## src/rtl/cpu_pkg.sv

```systemverilog
// Shared types and constants for the LEGv8 branch and flag path.
package cpu_pkg;

    typedef enum logic [2:0] {
        BR_NONE   = 3'd0,
        BR_UNCOND = 3'd1,
        BR_CBZ    = 3'd2,
        BR_CBNZ   = 3'd3,
        BR_BCOND  = 3'd4
    } br_type_t;

    localparam logic [3:0] COND_EQ = 4'd0;
    localparam logic [3:0] COND_NE = 4'd1;
    localparam logic [3:0] COND_HS = 4'd2;
    localparam logic [3:0] COND_LO = 4'd3;
    localparam logic [3:0] COND_MI = 4'd4;
    localparam logic [3:0] COND_PL = 4'd5;
    localparam logic [3:0] COND_VS = 4'd6;
    localparam logic [3:0] COND_VC = 4'd7;
    localparam logic [3:0] COND_HI = 4'd8;
    localparam logic [3:0] COND_LS = 4'd9;
    localparam logic [3:0] COND_GE = 4'd10;
    localparam logic [3:0] COND_LT = 4'd11;
    localparam logic [3:0] COND_GT = 4'd12;
    localparam logic [3:0] COND_LE = 4'd13;
    localparam logic [3:0] COND_AL = 4'd14;

    localparam int unsigned FLAG_N = 3;
    localparam int unsigned FLAG_Z = 2;
    localparam int unsigned FLAG_C = 1;
    localparam int unsigned FLAG_V = 0;

endpackage

```

## src/rtl/flag_branch_unit_cond_eval.sv

```systemverilog
// LEGv8 condition-code evaluator: decides whether cond holds for an NZCV value.
module cond_eval
    import cpu_pkg::*;
(
    input  logic [3:0] cond,
    input  logic [3:0] nzcv,
    output logic       taken
);

    logic n;
    logic z;
    logic c;
    logic v;

    assign n = nzcv[FLAG_N];
    assign z = nzcv[FLAG_Z];
    assign c = nzcv[FLAG_C];
    assign v = nzcv[FLAG_V];

    // Map each condition code onto its flag expression; codes 14 and 15 always hold.
    always_comb begin
        taken = 1'b1;
        case (cond)
            COND_EQ: taken = z;
            COND_NE: taken = ~z;
            COND_HS: taken = c;
            COND_LO: taken = ~c;
            COND_MI: taken = n;
            COND_PL: taken = ~n;
            COND_VS: taken = v;
            COND_VC: taken = ~v;
            COND_HI: taken = c & ~z;
            COND_LS: taken = ~c | z;
            COND_GE: taken = (n == v);
            COND_LT: taken = (n != v);
            COND_GT: taken = ~z & (n == v);
            COND_LE: taken = z | (n != v);
            default: taken = 1'b1;
        endcase
    end

endmodule

```

## src/rtl/flag_branch_unit.sv

```systemverilog
// NZCV flag register, EX->ID flag forwarding, ID-stage branch resolution
// and the post-branch squash window.
module flag_branch_unit
    import cpu_pkg::*;
#(
    parameter int unsigned WIDTH        = 64,
    parameter int unsigned FLUSH_CYCLES = 1
) (
    input  logic             clk,
    input  logic             reset,
    input  logic             ex_valid,
    input  logic             ex_set_flags,
    input  logic [3:0]       ex_flags,
    input  logic             id_valid,
    input  logic [2:0]       id_br_type,
    input  logic [3:0]       id_cond,
    input  logic [WIDTH-1:0] id_operand,
    input  logic             stall,
    output logic [3:0]       flags,
    output logic             take_branch,
    output logic             squash
);

    typedef enum logic {
        IDLE  = 1'b0,
        FLUSH = 1'b1
    } state_t;

    state_t     state;
    logic [1:0] counter;
    logic       ex_writes;
    logic [3:0] eff_flags;
    logic       cond_taken;
    logic       op_zero;
    logic       br_taken;

    assign ex_writes = ex_valid & ex_set_flags;
    assign eff_flags = ex_writes ? ex_flags : flags;
    assign op_zero   = ~|id_operand;

    cond_eval u_cond_eval (
        .cond  (id_cond),
        .nzcv  (eff_flags),
        .taken (cond_taken)
    );

    // Raw branch outcome from the branch kind, before pipeline qualification.
    always_comb begin
        br_taken = 1'b0;
        case (id_br_type)
            BR_NONE:   br_taken = 1'b0;
            BR_UNCOND: br_taken = 1'b1;
            BR_CBZ:    br_taken = op_zero;
            BR_CBNZ:   br_taken = ~op_zero;
            BR_BCOND:  br_taken = cond_taken;
            default:   br_taken = 1'b0;
        endcase
    end

    // Wrong-path branches during FLUSH and stalled branches never redirect.
    assign take_branch = ~reset & id_valid & ~stall & (state == IDLE) & br_taken;

    // Architectural flag register, written by flag-setting EX instructions.
    always_ff @(posedge clk) begin
        if (reset) begin
            flags <= '0;
        end else if (ex_writes && !stall) begin
            flags <= ex_flags;
        end
    end

    // Squash window: FLUSH_CYCLES cycles of squash after a taken branch, frozen by stall.
    always_ff @(posedge clk) begin
        if (reset) begin
            state   <= IDLE;
            counter <= '0;
            squash  <= 1'b0;
        end else begin
            case (state)
                IDLE: begin
                    if (take_branch) begin
                        state   <= FLUSH;
                        counter <= 2'(FLUSH_CYCLES - 1);
                        squash  <= 1'b1;
                    end
                end
                FLUSH: begin
                    if (!stall) begin
                        if (counter == '0) begin
                            state  <= IDLE;
                            squash <= 1'b0;
                        end else begin
                            counter <= counter - 2'd1;
                        end
                    end
                end
                default: begin
                    state  <= IDLE;
                    squash <= 1'b0;
                end
            endcase
        end
    end

endmodule
```

## config.mk

```make
export PLATFORM = sky130hd
export DESIGN_NAME = flag_branch_unit
export DESIGN_NICKNAME = d
export VERILOG_FILES = /design/src/rtl/cpu_pkg.sv /design/src/rtl/flag_branch_unit_cond_eval.sv /design/src/rtl/flag_branch_unit.sv
export SDC_FILE = /design/constraint.sdc
export NUM_CORES = 1
export LEC_CHECK = 0
export CORE_MARGIN = 10
export CORE_UTILIZATION = 29
export CTS_CLUSTER_DIAMETER = 100
export DETAILED_ROUTE_END_ITERATION = 6
export MAX_ROUTING_LAYER = met4
export PLACE_DENSITY = 0.85
export SYNTH_ARGS = -nofsm -noshare
export SYNTH_HDL_FRONTEND = slang
export SYNTH_SLANG_ARGS = --single-unit
```

## constraint.sdc

```tcl
create_clock -name clk -period 6.1 [get_ports clk]
set_clock_uncertainty 0.15 [all_clocks]
set_input_delay 0.61 -clock clk [delete_from_list [all_inputs] [get_ports clk]]
set_output_delay 0.61 -clock clk [all_outputs]
set_load 0.03 [all_outputs]
```

* After elaboration in Yosys (flattened, before gate mapping)
Cells that the tools add are included.
Storage, ports and cells: bits in registers 8, bits of input ports 81, output and inout port bits 6, logic and storage cells 67
Cells by class: $add $sub $neg 1, eq/ne operators 23, mux-type cells 15, bitwise logic cells 16, reduce and logical (&&, ||, !) cells 8
Operators by type and width (count):
- 64-bit OR reduction | 1
- 4-bit equality test, second input constant | 6
- 4-bit by 3-bit equality test with 1-bit output, second input constant | 4
- 1-bit one-hot mux with 14 select lines | 1
- 4-bit by 2-bit equality test with 1-bit output, second input constant | 2
- 1-bit AND | 7
- 1-bit inverter | 7
- 3-bit by 2-bit equality test with 1-bit output, second input constant | 2
- 1-bit two-way mux | 6
- 2-bit two-way mux | 3
- 2-bit inequality test, second input constant | 3
- 3-bit AND reduction | 2
- 4-bit by 1-bit equality test with 1-bit output, second input constant | 1
- 4-bit logical NOT | 1
- 4-bit two-way mux | 1
- 1-bit one-hot mux with 2 select lines | 2
- 1-bit one-hot mux with 4 select lines | 1
- 2-bit one-hot mux with 2 select lines | 1
- 3-bit by 1-bit equality test with 1-bit output, second input constant | 1
- 3-bit equality test, second input constant | 1
- 1-bit logical NOT | 2
- 2-bit logical NOT | 1
- 2-bit by 1-bit inequality test with 1-bit output, second input constant | 1
- 1-bit OR | 2
- 4 further kinds | 4

* Depth between registers and ports, before layout
Gate-level depths: netlist (run 1).
depth after elaboration 9, depth in mapped cells 8, gate-level depth less buffers 7

* By module
From an unflattened synthesis (run 1), not the netlist that was laid out.
Unflattened totals: cells, all modules 100, area total of the unflattened synthesis 785.8 sq um
Modules (own cells, without submodules):
- flag_branch_unit | instances 1, cells each 77, area an instance 620.6 sq um, seq. area each 160.2 sq um
- cond_eval | instances 1, cells each 23, area an instance 165.2 sq um, seq. area each 0.0 sq um

* Worst setup path before layout (run 1)
Ideal clock, no wire load.
kind input port to output port, start input port ex_valid, end output port take_branch, arrival 2.136 ns, data required time 5.340 ns, slack 3.204 ns, stages on the path 7, cell sequence and2_1 > buf_4 > mux2i_1 > mux4_2 > xor2_1 > o311ai_1 > o21a_2
On the way: cells in the longest elaborated chain, start to end 7, elaborated cells between the ends (all ways) 15, those cells by class 2 x eq/ne; 3 x mux; 10 x bitwise
Ends and longest elaborated chain:
- start, declared | RTL line flag_branch_unit.sv:11 | input logic ex_valid,
- 1-bit AND * | RTL line flag_branch_unit.sv:37 | assign ex_writes = ex_valid & ex_set_flags;
- 4-bit two-way mux * | RTL line flag_branch_unit.sv:38 | assign eff_flags = ex_writes ? ex_flags : flags;
- 1-bit inequality test (tied with other cells) | RTL line flag_branch_unit_cond_eval.sv:35, flag_branch_unit_cond_eval.sv:37
- 1-bit OR (tied with other cells) | RTL line flag_branch_unit_cond_eval.sv:37 | COND_LE: taken = z | (n != v);
- 1-bit one-hot mux with 14 select lines * | RTL line flag_branch_unit_cond_eval.sv:23 | case (cond)
- 1-bit one-hot mux with 4 select lines * | RTL line flag_branch_unit.sv:50 | case (id_br_type)
- 1-bit AND * | RTL line flag_branch_unit.sv:61 | assign take_branch = ~reset & id_valid & ~stall & (state == IDLE) & br_taken;
- end, declared | RTL line flag_branch_unit.sv:20 | output logic take_branch,
Every way passes the cells marked *; elsewhere a longest branch is shown, timed or not.

* Worst setup path after layout (run 1)
Ends and elaborated chain as after synthesis.

==> summary.txt, run 1 <==
Pwr
  – Leakage power: 0.566 nW
  – Seq pwr share: 31.5%
  – Switching share of power: 24.3%
  – Comb pwr share: 45.9%
  – Pwr Density: 107 nW/um^2
  – NetSw: 0.0427 mW
  – Total chip power: 0.176 mW
  – Peak supply drop: 0.143 mV
  – Int Power: 0.133 mW
  – Clock Power Share: 22.6%

Critical path
  – Crit path max fanout: 5
  – CP Cell Sequence: clkdlybuf4s50_1 -> and2_1 -> mux2i_1 -> mux4_2 -> xor2_1 -> o311ai_1 -> o21a_2 -> clkdlybuf4s50_1
  – Critical path startpoint category: input port
  – R2R cell count: 7
  – Max stage delay on crit path: 700 ps
  – Worst flop-to-flop path endpoint: counter[1]
  – Critical path class: in -> out
  – Reg-to-reg startpoint: flags[0]
  – Required @ worst endpoint: 5340 ps
  – Worst path slowest cell: clkdlybuf4s50_1
  – CP endpoint kind: output port
  – R2R setup slack: 4110 ps
  – Most Frequent Cell on Critical Path: clkdlybuf4s50_1
  – Arr. time, crit path: 3280 ps

Worst hold path
  – Min-Delay Path Class: reg -> reg
  – Hold Path Sink: counter[1]
  – Worst hold stages: 2
  – Hold Startpoint: counter[1]

Synthesis
  – Syn nets: 181
  – Top_reg_cell synth: dfxtp_1
  – Top-area cell type share of the netlist area: 21.7%
  – Synth Area in Simple Gates: 38.5%
  – Mapped Avg Cell Area: 7.46 um^2
  – Adder-Cell Fraction of Synth Area: 1.69%
  – Yosys reg bits: 8
  – EDFF count, synth: 0
  – Sequential cell area fraction in the yosys report: 21.7%
  – Mux contribution to synthesized area: 8.47%
  – Largest family of logic cells by synthesized area: simple AND/OR/NAND/NOR gates
  – Synth Instances: 99
  – Synth Cell Area: 738 um^2
  – Most numerous cell in the Yosys netlist: nor4_1
  – Synth top area cells: dfxtp_1 22%, nor4_1 13%, mux2i_1 5.4%
  – Yosys Warn Count: 0
  – XOR/XNOR Fraction of Synth Area: 4.75%
  – Synth top cells by count: 15 x nor4_1, 9 x nand2_1, 8 x dfxtp_1, 6 x inv_1, 6 x nor2_1
  – Leading area contributor after synthesis: dfxtp_1
  – Synth cell types: 34
  – Compound-Gate Fraction of Synth Area: 20.3%
  – Synth async-reset ratio: 0%

Detailed routing
  – Drt pass-1 iters: 4
  – Remaining antenna violation count after routing: 0
  – M1 wire length: 1760 um
  – Top routing layer in use: met4
  – Met2 WL: 1940 um
  – Metal3 WL: 462 um
  – DR DRC count: 0
  – DR WL/cell: 19.4 um
  – Routed vias: 1165
  – Total Wirelength: 4190 um
  – Via density: 5.39
  – Drt initial violations: 91

Floorplanning
  – Core Region: 2450 um^2
  – Width of the die: 70.5 um
  – Initial core utilization: 30.1%
  – Row Count: 18
  – IO Pins: 87
  – Die Area: 4960 um^2
  – Die Height: 70.5 um

CTS
  – Worst-Skew Late Latency: 250 ps
  – CTS tree: yes
  – CTS sink cnt: 8
  – Root buffer cell: clkbuf_4
  – Clk buf depth: 2
  – CTS-repair resized insts: 0
  – Post-CTS Setup Bufs: 0
  – Inserted Clock Buffers: 3
  – Clock transition at path regs: 50 ps
  – CTS H-tree lvls: 1
  – Hold-fix buffers, CTS: 0

Final layout
  – Nets: 270
  – Antenna cells: 0
  – Final-layout fill cell count: 194
  – Layout cells sized above 1: 2.69%
  – Synth-to-Final Area Change: 123%
  – Sequential Area: 160 um^2
  – Area of the multi-input gates: 544 um^2

Timing
  – Setup TNS: 0 ps
  – Relative slew margins: 76.8%
  – Setup violators final: 0
  – Slew at the pin closest to its max-slew limit: 339 ps
  – Tmin final: 4040 ps
  – Final Cycle Share: 66.3%
  – RSZ-0062 raised after global routing: false
  – Final Hold Fails: 0
  – Max frequency: 247 MHz
  – Pins Over Slew Limit: 0

Global routing
  – Final global-route overflow total: 0
  – Initial antenna violation count: 0
  – Number of global-route vias before repair: 1156
  – Largest net degree at the start of global routing: 10
  – First-pass GRT wire length: 6360 um
  – Gr usage total: 16.4%

Job
  – Number of max-cap violations: 0

Placement
  – Port bufs: 86
  – Post-DP HPWL: 3780 um
  – Routability cong.: 0.912

Run status
  – Status: finished, final reports clean
cells in the final DEF, fill, tap and decap left out, types with 4 or more instances in the layout:
| master | count |
|---|---|
| mux2i_1 | 4 |
| nor3_1 | 4 |
| o21ai_0 | 4 |
| clkdlybuf4s50_1 | 86 |
| inv_1 | 6 |
| a211oi_1 | 4 |
| nand2_1 | 9 |
| nand3_1 | 4 |
| dfxtp_1 | 8 |
| nor2_1 | 6 |
| a21oi_1 | 5 |
| nor4_1 | 15 |
worst max path at each step:
stage / from / end / slack (ps) / depth (start not counted)
finish: ex_valid / take_branch / 2060 / 8
global route: ex_set_flags / take_branch / 1890 / 8
CTS: ex_set_flags / take_branch / 2060 / 8
detailed placement: ex_set_flags / take_branch / 2060 / 8
global placement: ex_valid / take_branch / 2130 / 8
floorplan: ex_valid / take_branch / 3200 / 7
area by class of cell:
class	instances	share of cell area, %
multi-input cells	83	33.0
clock buffers	3	1.37
repair buffers	86	52.2
well taps	30	2.28
inverters	6	1.37
flip-flops and latches	8	9.72
sequential cells by signal (all words and copies together) (netlist names):
register,flops
counter,2
state,1
squash,1
flags,4
kinds of logic after synthesis:
family | count (synthesis)
fa+ha+maj | 1
compound gates | 22
mux | 5
xor+xnor | 4
flops | 8
simple gates | 51
buf+inv | 8
power by group through the flow:
| stage | clock (mW) | sequential, mW | combinational [mW] |
|---|---|---|---|
| 4_1_cts | 0.0422 | 0.0552 | 0.0809 |
| 3_5_place_dp | 0 | 0.0563 | 0.0806 |
| 5_1_grt | 0.0459 | 0.0553 | 0.0860 |
| 2_1_floorplan | 0 | 0.0583 | 0.0179 |
| 6_report | 0.0396 | 0.0553 | 0.0806 |
| 3_3_place_gp | 0 | 0.0562 | 0.0784 |
metrics by stage:
stage	setup slack [ps]	utilization [%]	instances	hold WS [ps]	area, um^2
after floorplan	3200	-	99	285	738
after global placement	2130	66.2	213	308	1630
after detailed placement	2060	66.2	213	314	1630
after CTS	2060	67.1	216	321	1650
after global routing	1890	67.1	216	334	1650
final	2060	67.1	216	318	1650
worst max-delay path, delay by kind of cell:
family                 cells  cell delay (ps)
AO/OA/AOI/OAI              2              470
multiplexers               2              610
AND/OR/NAND/NOR            1              240
XOR/XNOR                   1              150
buffers and inverters      2             1210
routing by layer:
metal	track usage, %	up-vias
li1	-	569
met3	5.51	2
met1	18.8	528
met4	3.29	0
met2	26.9	66
met5	-	-
Note: power is estimated with default switching activity, not from simulation.
==> run 2, diff against run 1 <==
--- a/config.mk
+++ b/config.mk
@@ -6,11 +6,11 @@
 export NUM_CORES = 1
 export LEC_CHECK = 0
 export CORE_MARGIN = 10
-export CORE_UTILIZATION = 29
+export CORE_UTILIZATION = 27
 export CTS_CLUSTER_DIAMETER = 100
 export DETAILED_ROUTE_END_ITERATION = 6
 export MAX_ROUTING_LAYER = met4
-export PLACE_DENSITY = 0.85
+export PLACE_DENSITY = 0.8
 export SYNTH_ARGS = -nofsm -noshare
 export SYNTH_HDL_FRONTEND = slang
 export SYNTH_SLANG_ARGS = --single-unit
==> constraint.sdc (replaced) <==
create_clock -name clk -period 4 [get_ports clk]
set_clock_uncertainty 0.15 [all_clocks]
set_input_delay 0.4 -clock clk [delete_from_list [all_inputs] [get_ports clk]]
set_output_delay 0.4 -clock clk [all_outputs]
set_load 0.03 [all_outputs]
==> run 2 against run 1 <==
  * Sequential power increased by 53%
  * First-iteration DRC count down 25%
  * Critical path depth unchanged
  * Setup slack got worse by 1700 ps
  * Flip-flop and latch count did not move
  * Worst hold slack lost 0.92 ps
  * Critical path type unchanged
==> summary.txt, run 2 (synthesis gave the netlist of run 1 again) <==
Run status
  – Status: finished, final reports clean

Timing
  – Setup violators final: 0
  – Slew at the pin closest to its max-slew limit: 346 ps
  – Setup TNS: 0 ps
  – Final Hold Fails: 0
  – Max frequency: 278 MHz
  – Tmin final: 3600 ps
  – Relative slew margins: 76.3%
  – Setup ws final: 398 ps
  – RSZ-0062 raised after global routing: false
  – Pins Over Slew Limit: 0
  – Final Cycle Share: 90.0%
  – Min Hold Slack: 317 ps

Critical path
  – Critical path startpoint category: input port
  – Max stage delay on crit path: 690 ps
  – Worst setup path startpoint: ex_valid
  – Arr. time, crit path: 3050 ps
  – Critical path class: in -> out
  – CP endpoint kind: output port
  – CP Cell Sequence: clkdlybuf4s50_1 -> and2_1 -> mux2i_1 -> mux4_2 -> xor2_1 -> o311ai_1 -> o21a_2 -> clkdlybuf4s50_1
  – Reg-to-reg startpoint: flags[0]
  – Required @ worst endpoint: 3450 ps
  – Crit path max fanout: 5
  – Worst path slowest cell: clkdlybuf4s50_1
  – Most Frequent Cell on Critical Path: clkdlybuf4s50_1

CTS
  – Clock transition at path regs: 50 ps
  – CTS tree: yes
  – Hold-fix buffers, CTS: 0
  – Root buffer cell: clkbuf_4
  – Post-CTS Setup Bufs: 0
  – CTS sink cnt: 8
  – Worst-Skew Late Latency: 240 ps
  – Inserted Clock Buffers: 3
  – CTS H-tree lvls: 1
  – CTS-repair resized insts: 0
  – Clk buf depth: 2

Detailed routing
  – Remaining antenna violation count after routing: 0
  – Drt pass-1 iters: 5
  – Routed vias: 1144
  – Via density: 5.30
  – Drt initial violations: 68
  – DR DRC count: 0
  – DR WL/cell: 19.5 um
  – Total Wirelength: 4220 um

Placement
  – Port bufs: 86
  – Routability cong.: 0.849
  – Dpl cell area: 1630 um^2
  – Post-DP HPWL: 3750 um
  – Dpl ws: 402 ps

Final layout
  – Synth-to-Final Area Change: 123%
  – Register with the highest flop count: flags
  – Antenna cells: 0
  – Commonest non-fill, non-tap cell in the layout: clkdlybuf4s50_1
  – Max reg flops: 4
  – Finished Cell Area: 1650 um^2
  – Final-layout fill cell count: 220
  – Regs by FF count: flags (4), counter (2)
  – Most frequent cells in the layout: 86 x clkdlybuf4s50_1, 15 x nor4_1, 9 x nand2_1
  – Layout cells sized above 1: 2.69%
  – Nets: 270

Pwr
  – Peak supply drop: 0.191 mV
  – Leakage power: 0.566 nW
  – Pwr Density: 160 nW/um^2

Floorplanning
  – Die Height: 72.3 um
  – IO Pins: 87
  – Row Count: 18
  – Width of the die: 72.3 um
  – Core Region: 2540 um^2
  – Die Area: 5230 um^2
  – Initial core utilization: 29.0%

Job
  – Number of max-cap violations: 0

Global routing
  – Final global-route overflow total: 0
  – Initial antenna violation count: 0
  – First-pass GRT wire length: 6450 um
  – Number of global-route vias before repair: 1143
  – Largest net degree at the start of global routing: 10
  – Gr usage total: 15.8%

Worst hold path
  – Min-Delay Path Class: reg -> reg
  – Hold Startpoint: counter[1]
run 2: cell counts in the layout (fill, tap and decap cells not counted):
No cell type changed its count.
run 2: critical path: cells and delay by family:
family	cells	cell delay (ps)
multiplexers	2	620
buffers and inverters	2	1210
AO/OA/AOI/OAI	2	440
AND/OR/NAND/NOR	1	230
XOR/XNOR	1	150
run 2: metal layers:
metal  GRT usage, %  vias to the layer above  share of wire [%]
li1               -                      563                  -
met1           18.7                      513                 44
met5              -                        -                  0
met3           6.53                        2                 12
met2           24.5                       66                 44
met4           3.23                        0               0.28
run 2: final timing paths:
kind | slack, ps | cells after the start | to
setup / recovery | 400 | 8 | take_branch
hold / removal | 320 | 2 | counter[1]
setup reg to reg | 1970 | 7 | counter[1]
hold reg to reg | 320 | 2 | counter[1]
run 2: cell type report:
cell class	instances	area (um^2)	area share (%)
Timing Repair Buffer	86	861	52.2
Multi-Input combinational cell	83	544	33.0
Sequential cell	8	160	9.72
Tap cell	30	37.5	2.28
Clock buffer	3	22.5	1.37
Inverter	6	22.5	1.37
run 2: report_power, final:
| part | switching (mW) | internal [mW] | leakage (nW) | total, mW |
|---|---|---|---|---|
| Combinational | 0.0366 | 0.0863 | 0.487 | 0.123 |
| Clock | 0.0223 | 0.0340 | 0.0138 | 0.0563 |
| Sequential | 0.00228 | 0.0821 | 0.0649 | 0.0844 |
| Total | 0.0612 | 0.202 | 0.566 | 0.264 |
run 2: metrics by stage:
step	utilization, %	power [mW]	cells
2_1_floorplan	-	0.116	99
3_3_place_gp	63.9	0.205	213
3_5_place_dp	63.9	0.208	213
4_1_cts	64.7	0.267	216
5_1_grt	64.7	0.283	216
6_report	64.7	0.264	216
